`src/rtl/audio_receive.sv`:
```
// I2S capture receiver for the WM8978 ADC path: assembles left/right words from
// the serial stream and presents sign-extended stereo pairs with valid/ready.
module audio_receive #(
    parameter logic [5:0] WL = 6'd32
) (
    input  logic        aud_bclk,
    input  logic        rst,
    input  logic        aud_lrc,
    input  logic        aud_adcdat,
    output logic [31:0] adc_left,
    output logic [31:0] adc_right,
    output logic        rx_valid,
    input  logic        rx_ready,
    output logic        rx_ovf,
    output logic        frame_err,
    input  logic        err_clr
);
    localparam int W = int'(WL);

    logic         aud_lrc_d0;
    logic [5:0]   rx_cnt;
    logic [W-1:0] shift_reg;
    logic [W-1:0] left_hold;
    logic [W-1:0] word;
    logic         left_ok;
    logic         lrc_edge;
    logic         capture;
    logic         commit;
    logic         short_frame;
    logic         publish;
    logic         accept;
    logic [31:0]  left_ext;
    logic [31:0]  right_ext;

    assign lrc_edge    = aud_lrc ^ aud_lrc_d0;
    assign capture     = rx_cnt < WL;
    assign commit      = rx_cnt == (WL - 6'd1);
    assign word        = {shift_reg[W-2:0], aud_adcdat};
    assign short_frame = lrc_edge && (rx_cnt < (WL - 6'd1));
    // aud_lrc_d0 still names the slot whose final bit is being sampled
    assign publish     = commit && aud_lrc_d0 && left_ok;
    assign accept      = rx_valid && rx_ready;

    genvar gi;
    generate
        for (gi = 0; gi < 32; gi++) begin : g_ext
            if (gi < W) begin : g_bit
                assign left_ext[gi]  = left_hold[gi];
                assign right_ext[gi] = word[gi];
            end else begin : g_sign
                assign left_ext[gi]  = left_hold[W-1];
                assign right_ext[gi] = word[W-1];
            end
        end
    endgenerate

    always_ff @(posedge aud_bclk) begin
        if (rst) begin
            aud_lrc_d0 <= 1'b0;
            rx_cnt     <= WL;
            shift_reg  <= '0;
            left_hold  <= '0;
            left_ok    <= 1'b0;
            adc_left   <= '0;
            adc_right  <= '0;
            rx_valid   <= 1'b0;
            rx_ovf     <= 1'b0;
            frame_err  <= 1'b0;
        end else begin
            aud_lrc_d0 <= aud_lrc;

            // an LRC edge restarts the slot even when it also carries the last bit
            if (lrc_edge) begin
                rx_cnt    <= '0;
                shift_reg <= '0;
            end else if (capture) begin
                rx_cnt    <= rx_cnt + 6'd1;
                shift_reg <= word;
            end

            if (commit && !aud_lrc_d0) begin
                left_hold <= word;
                left_ok   <= 1'b1;
            end else if (commit || short_frame) begin
                left_ok   <= 1'b0;
            end

            if (publish) begin
                adc_left  <= left_ext;
                adc_right <= right_ext;
                rx_valid  <= 1'b1;
            end else if (accept) begin
                rx_valid  <= 1'b0;
            end

            if (publish && rx_valid && !rx_ready)
                rx_ovf <= 1'b1;
            else if (err_clr)
                rx_ovf <= 1'b0;

            if (short_frame)
                frame_err <= 1'b1;
            else if (err_clr)
                frame_err <= 1'b0;
        end
    end
endmodule
```
`config.mk`:
```
export PLATFORM = sky130hd
export DESIGN_NAME = audio_receive
export DESIGN_NICKNAME = d
export VERILOG_FILES = /design/src/rtl/audio_receive.sv
export SDC_FILE = /design/constraint.sdc
export NUM_CORES = 1
export LEC_CHECK = 0
export CORE_MARGIN = 3
export CORE_UTILIZATION = 53
export DETAILED_ROUTE_END_ITERATION = 10
export GPL_TIMING_DRIVEN = 1
export PLACE_DENSITY = 0.78
export REMOVE_ABC_BUFFERS = 1
export SLEW_MARGIN = 20
export SYNTH_ARGS = -nofsm -noshare
export SYNTH_HDL_FRONTEND = slang
export SYNTH_SLANG_ARGS = --single-unit
```
`constraint.sdc`:
```
create_clock -name aud_bclk -period 2 [get_ports aud_bclk]
set_input_delay 0.2 -clock aud_bclk [delete_from_list [all_inputs] [get_ports aud_bclk]]
set_output_delay 0.2 -clock aud_bclk [all_outputs]
set_load 0.02 [all_outputs]
```
-- After elaboration in Yosys (flattened, before gate mapping)
Index checks and enable logic that the tools add are counted.
- register bits after elaboration: 138
- latch bits: 0
- bits in writable memories: 0
- memory bits (read-only): 0
- bits of input ports: 6
- output and inout port bits: 67
- memories: 0
- add/sub/neg operators: 1
- multipliers: 0
- div/mod/pow operators: 0
- magnitude comparators: 2
- equality and inequality tests: 1
- shifts and indexed selects: 0
- multiplexer cells: 9
- bitwise gates (word level): 1
- reduce and logical (&&, ||, !) cells: 16
- operator list (cell ; number):
    6-bit 2-to-1 mux ; 2
    2-bit nonzero test ; 5
    1-bit logical AND ; 7
    1-bit 2-to-1 mux ; 7
    6-bit by 1-bit adder with 6-bit output (second input constant) ; 1
    6-bit by 5-bit == test with 1-bit output (second input constant) ; 1
    6-bit by 5-bit < comparator with 1-bit output (second input constant) ; 1
    6-bit < comparator (second input constant) ; 1
    1-bit logical NOT ; 2
    2-bit OR reduction ; 1
    1-bit logical OR ; 1
    1-bit bitwise XOR ; 1

-- Depth between registers and ports, before layout
- depth in word-level cells: 6
- mapped depth: 7
- depth with buffers taken out: 5

-- Worst setup path after synthesis
No wires, ideal clock.
- path kind: flip-flop to flip-flop
- from: reg rx_cnt[0]
- to: reg adc_right[6]
- arrival: 1.522 ns
- data required time: 1.868 ns
- slack: 0.345 ns
- stages on the path, launching flop included: 8
- path buffers: 2
- clock period less this slack: 1.655 ns
- cell sequence: dfxtp_1 -> ha_1 -> nand4b_4 -> or3_1 -> buf_4 -> buf_6 -> nand2_1 -> a21oi_1
- longest elaborated chain between the ends: 3
- ends and longest elaborated chain (item ; line ; text):
    from (decl) ; 21 ; logic [5:0] rx_cnt;
    from (signal assigned) ; 77 ; rx_cnt <= rx_cnt + 6'd1;
    6-bit by 5-bit == test with 1-bit output ; 37 ; assign commit = rx_cnt == (WL - 6'd1);
    1-bit logical AND (2 in a row) ; 41 ; assign publish = commit && aud_lrc_d0 && left_ok;
    to (signal assigned) ; 90 ; adc_right <= right_ext;
    to (decl) ; 11 ; output logic [31:0] adc_right,
Every way passes these cells.
A chain may end at the register's enable or synchronous reset.

-- Worst setup path after layout
- from: reg rx_cnt[0]
- to: reg rx_ovf
- longest elaborated chain between the ends: 6
- elaborated cells between the ends (all ways): 7
- classes of those cells: eq/ne (1); mux (1); reduce/logical (5)
- ends and longest elaborated chain (item ; line ; text):
    6-bit by 5-bit == test with 1-bit output * ; 37 ;
    1-bit logical AND * (2 in a row) ; 41 ;
    1-bit logical AND * (2 in a row) ; 96 ; if (publish && rx_valid && !rx_ready)
    1-bit 2-to-1 mux or 2-bit nonzero test (tied branches) ; n/a ;
    to (signal assigned) ; 67 ; rx_ovf <= 1'b0;
    to (signal assigned) ; 97 ; rx_ovf <= 1'b1;
    to (signal assigned) ; 99 ; rx_ovf <= 1'b0;
    to (decl) ; 14 ; output logic rx_ovf,
Mark *: on every way between the ends. The rest lies on a longest branch, timed or not.

==> flow_summary_export.csv <==
group,metric,value,unit
floorplanning,ios,73,
finish,seqCellArea,2760,µm²
global_route,use_met3,0.0710,
global_route,grt_pass1_vias,3844,
synth,netlist_area,4930,µm²
job,maxCapViolCount,0,
timing,worst_pin_slew,0.623,ns
floorplanning,initial_core_util,0.554,
placed_design,gp_congestion,0.785,
global_route,use_met2,0.345,
setup_path,arrival,2.28,ns
power_and_ir_drop,power.leakage,2.26,nW
timing,timing.final.crit_share,0.926,
finish,finalNetCount,641,
setup_path,cp.required,2.42,ns
timing,rsz0062_at_grt,"false",
synth,synth-main-ff-cell,"dfxtp_1",
power_and_ir_drop,p_per_area,968,nW/µm²
timing,maxSlewHeadroom,0.585,
global_route,gr-usage-all-layers,0.208,
timing,finalHoldViolCount,0,
finish,drive_above_1_share,0.0789,
clocking,hold_buffers,0,
synth,ys_seq_elements,138,
global_route,grt_max_degree,45,
finish,n_antenna_cell,0,
detailed_routing,drc,0,
detailed_routing,ant_nets,0,
floorplanning,core,8890,µm²
global_route,busiest_layer,"met2",
synth,syn_inst,570,
timing,setup_viol,0,
clocking,clk_path_buf_depth,2,
clocking,cts_tree,"yes",
finish,area_growth,27.3,%
detailed_routing,firstDrtPassIters,6,
placed_design,hpwl,6320,µm
clocking,clock-root-buffer,"clkbuf_8",
timing,slew_viol_final,0,
clocking,clk_pin_slew,0.06,ns
clocking,clk_latency,0.51,ns
synth,async_reset_ff_frac,0,
clocking,cts_made_buffers,17,
synth,synth.distinct_cells,28,
floorplanning,std_cell_rows,34,
finish,multi_input_area,1920,µm²
floorplanning,dieHeight,102,µm
detailed_routing,wire_per_inst,13.6,µm
timing,fmax,540,MHz
setup_path,start_kind,"register",
synth,ys_warn_count,0,
finish,nFillCells,663,
timing,period_needed,1.85,ns
clocking,htree_levels,4,
finish,fin_util,0.706,
detailed_routing,vias,3945,
placed_design,io_buffers,72,
synth,seq_area_frac_synth,0.560,
clocking,cts.sinks,138,
global_route,grt_antenna_before_repair,0,
global_route,gr-usage-met1,0.255,
status,status,"finished clean",
timing,final.setup_skew,0.0102,ns
detailed_routing,first_iter_violations,194,
timing,tns,0,ns
global_route,grt_pass1_wl,17300,µm
floorplanning,dieWidth,102,µm
detailed_routing,routed_via_density,5.23,
synth,synth-edff-count,0,
power_and_ir_drop,ir_drop,0.751,mV
setup_path,critPathKind,"register to register",
hold_path,hp-class,"primary input to register",
setup_path,cp-end-kind,"register",
setup_path,cp_max_fo,41,
global_route,overflow,0,
synth,postSynthAreaPerCell,8.65,µm²
detailed_routing,wirelength,10200,µm
floorplanning,die_area,10500,µm²
-- cell usage in the layout, fill, tap and decap left out --
cell type and instances:
nor2b_1 2, ha_1 1, clkdlybuf4s50_1 71, and4b_1 1, nor3_4 2, o31ai_2 1, buf_4 10, or3_2 1
nand2b_1 3, bufinv_16 3, clkinv_2 2, o32a_1 1, clkinvlp_4 3, clkinv_4 1, xnor2_1 2, dfxtp_2 1
nor4_1 1, nor3b_1 1, nand3_1 1, buf_6 1, or3_1 2, clkbuf_16 16, xor2_1 1, or3b_2 1
nor2_1 37, mux2i_1 32, clkbuf_8 5, inv_6 1, o21ai_0 2, nand4b_4 1, nand2_1 197, nor4b_1 1
buf_12 2, a21oi_1 100, inv_1 2, dfxtp_1 137
-- final cells by class --
| class | instances | area share |
|---|---|---|
| repair buffers | 84 | 0.133 |
| inverters | 2 | 0.00120 |
| multi-input cells | 391 | 0.307 |
| clock buffers | 21 | 0.0747 |
| flip-flops and latches | 138 | 0.440 |
| well taps | 108 | 0.0215 |
| clock inverters | 10 | 0.0223 |
-- Yosys cell counts, drive strengths merged, types with 2 or more instances --
| cell type | n | area [µm²] |
|---|---|---|
| clkbuf | 14 | 52.6 |
| dfxtp | 138 | 2760 |
| buf | 25 | 190 |
| nand2b | 3 | 18.8 |
| xnor2 | 2 | 17.5 |
| nor2b | 2 | 12.5 |
| nor3 | 2 | 26.3 |
| a21oi | 100 | 500 |
| inv | 2 | 7.51 |
| o21ai | 2 | 10.0 |
| nor2 | 37 | 139 |
| mux2i | 32 | 320 |
| nand2 | 197 | 739 |
| or3 | 3 | 18.8 |
-- through the flow --
stage               worst slack [ns]  power [mW]  cells  instance area, µm²  hold WS (ns)
detailed placement             0.104        2.97    723                5660         0.442
CTS                           0.0771        6.11    754                6270        0.0847
global route                  0.0482        6.25    754                6280         0.103
finish                         0.148        6.08    754                6280         0.104
global placement               0.163        2.97    723                5660         0.439
floorplan                      -1.27        2.90    531                4690         0.269
-- metal layers --
metal	vias to the layer above	share of wire
li1	1980	-
met1	1837	0.44
met2	118	0.49
met3	10	0.058
met4	0	0.011
met5	-	0
-- worst paths after layout --
check	start	end	slack [ns]	cells after the start
worst max-delay path	rx_cnt[0]	rx_ovf	0.15	5
worst min-delay path	rst	aud_lrc_d0	0.10	2
worst max register to register	rx_cnt[0]	rx_ovf	0.15	5
worst min register to register	adc_left[24]	adc_left[24]	0.45	2
-- kinds of logic (layout without fill, tap and decap cells) --
kind of cell / after synthesis / count (layout) / share of synthesized area
multiplexers: 32 / 32 / 0.0650
XOR/XNOR: 3 / 3 / 0.00533
adder cells (fa/ha/maj): 1 / 1 / 0.00254
AO/OA/AOI/OAI: 104 / 104 / 0.108
buffers and inverters: 41 / 117 / 0.0508
AND/OR/NAND/NOR: 251 / 251 / 0.208
flip-flops: 138 / 138 / 0.560
-- repair_timing --
| item | 4_1_cts | 5_1_grt |
|---|---|---|
| setup endpoints to repair | 0 | 2 |
| gates resized for setup | 0 | 1 |
| buffers inserted | 0 | 0 |
-- worst max-delay path: stages, from the launching register on --
cell	delay (ns)
dfxtp_1	0.37
ha_1	0.24
nand4b_4	0.18
or3_2	0.51
buf_6	0.22
o31ai_2	0.23
-- power breakdown --
group | switching [mW] | leakage, nW | internal (mW)
clock | 1.13 | 0.292 | 2.03
combinational | 0.0967 | 0.851 | 0.0545
sequential | 0.00656 | 1.11 | 2.76
total | 1.24 | 2.26 | 4.84
No activity file was read; power rests on OpenSTA's default activity.
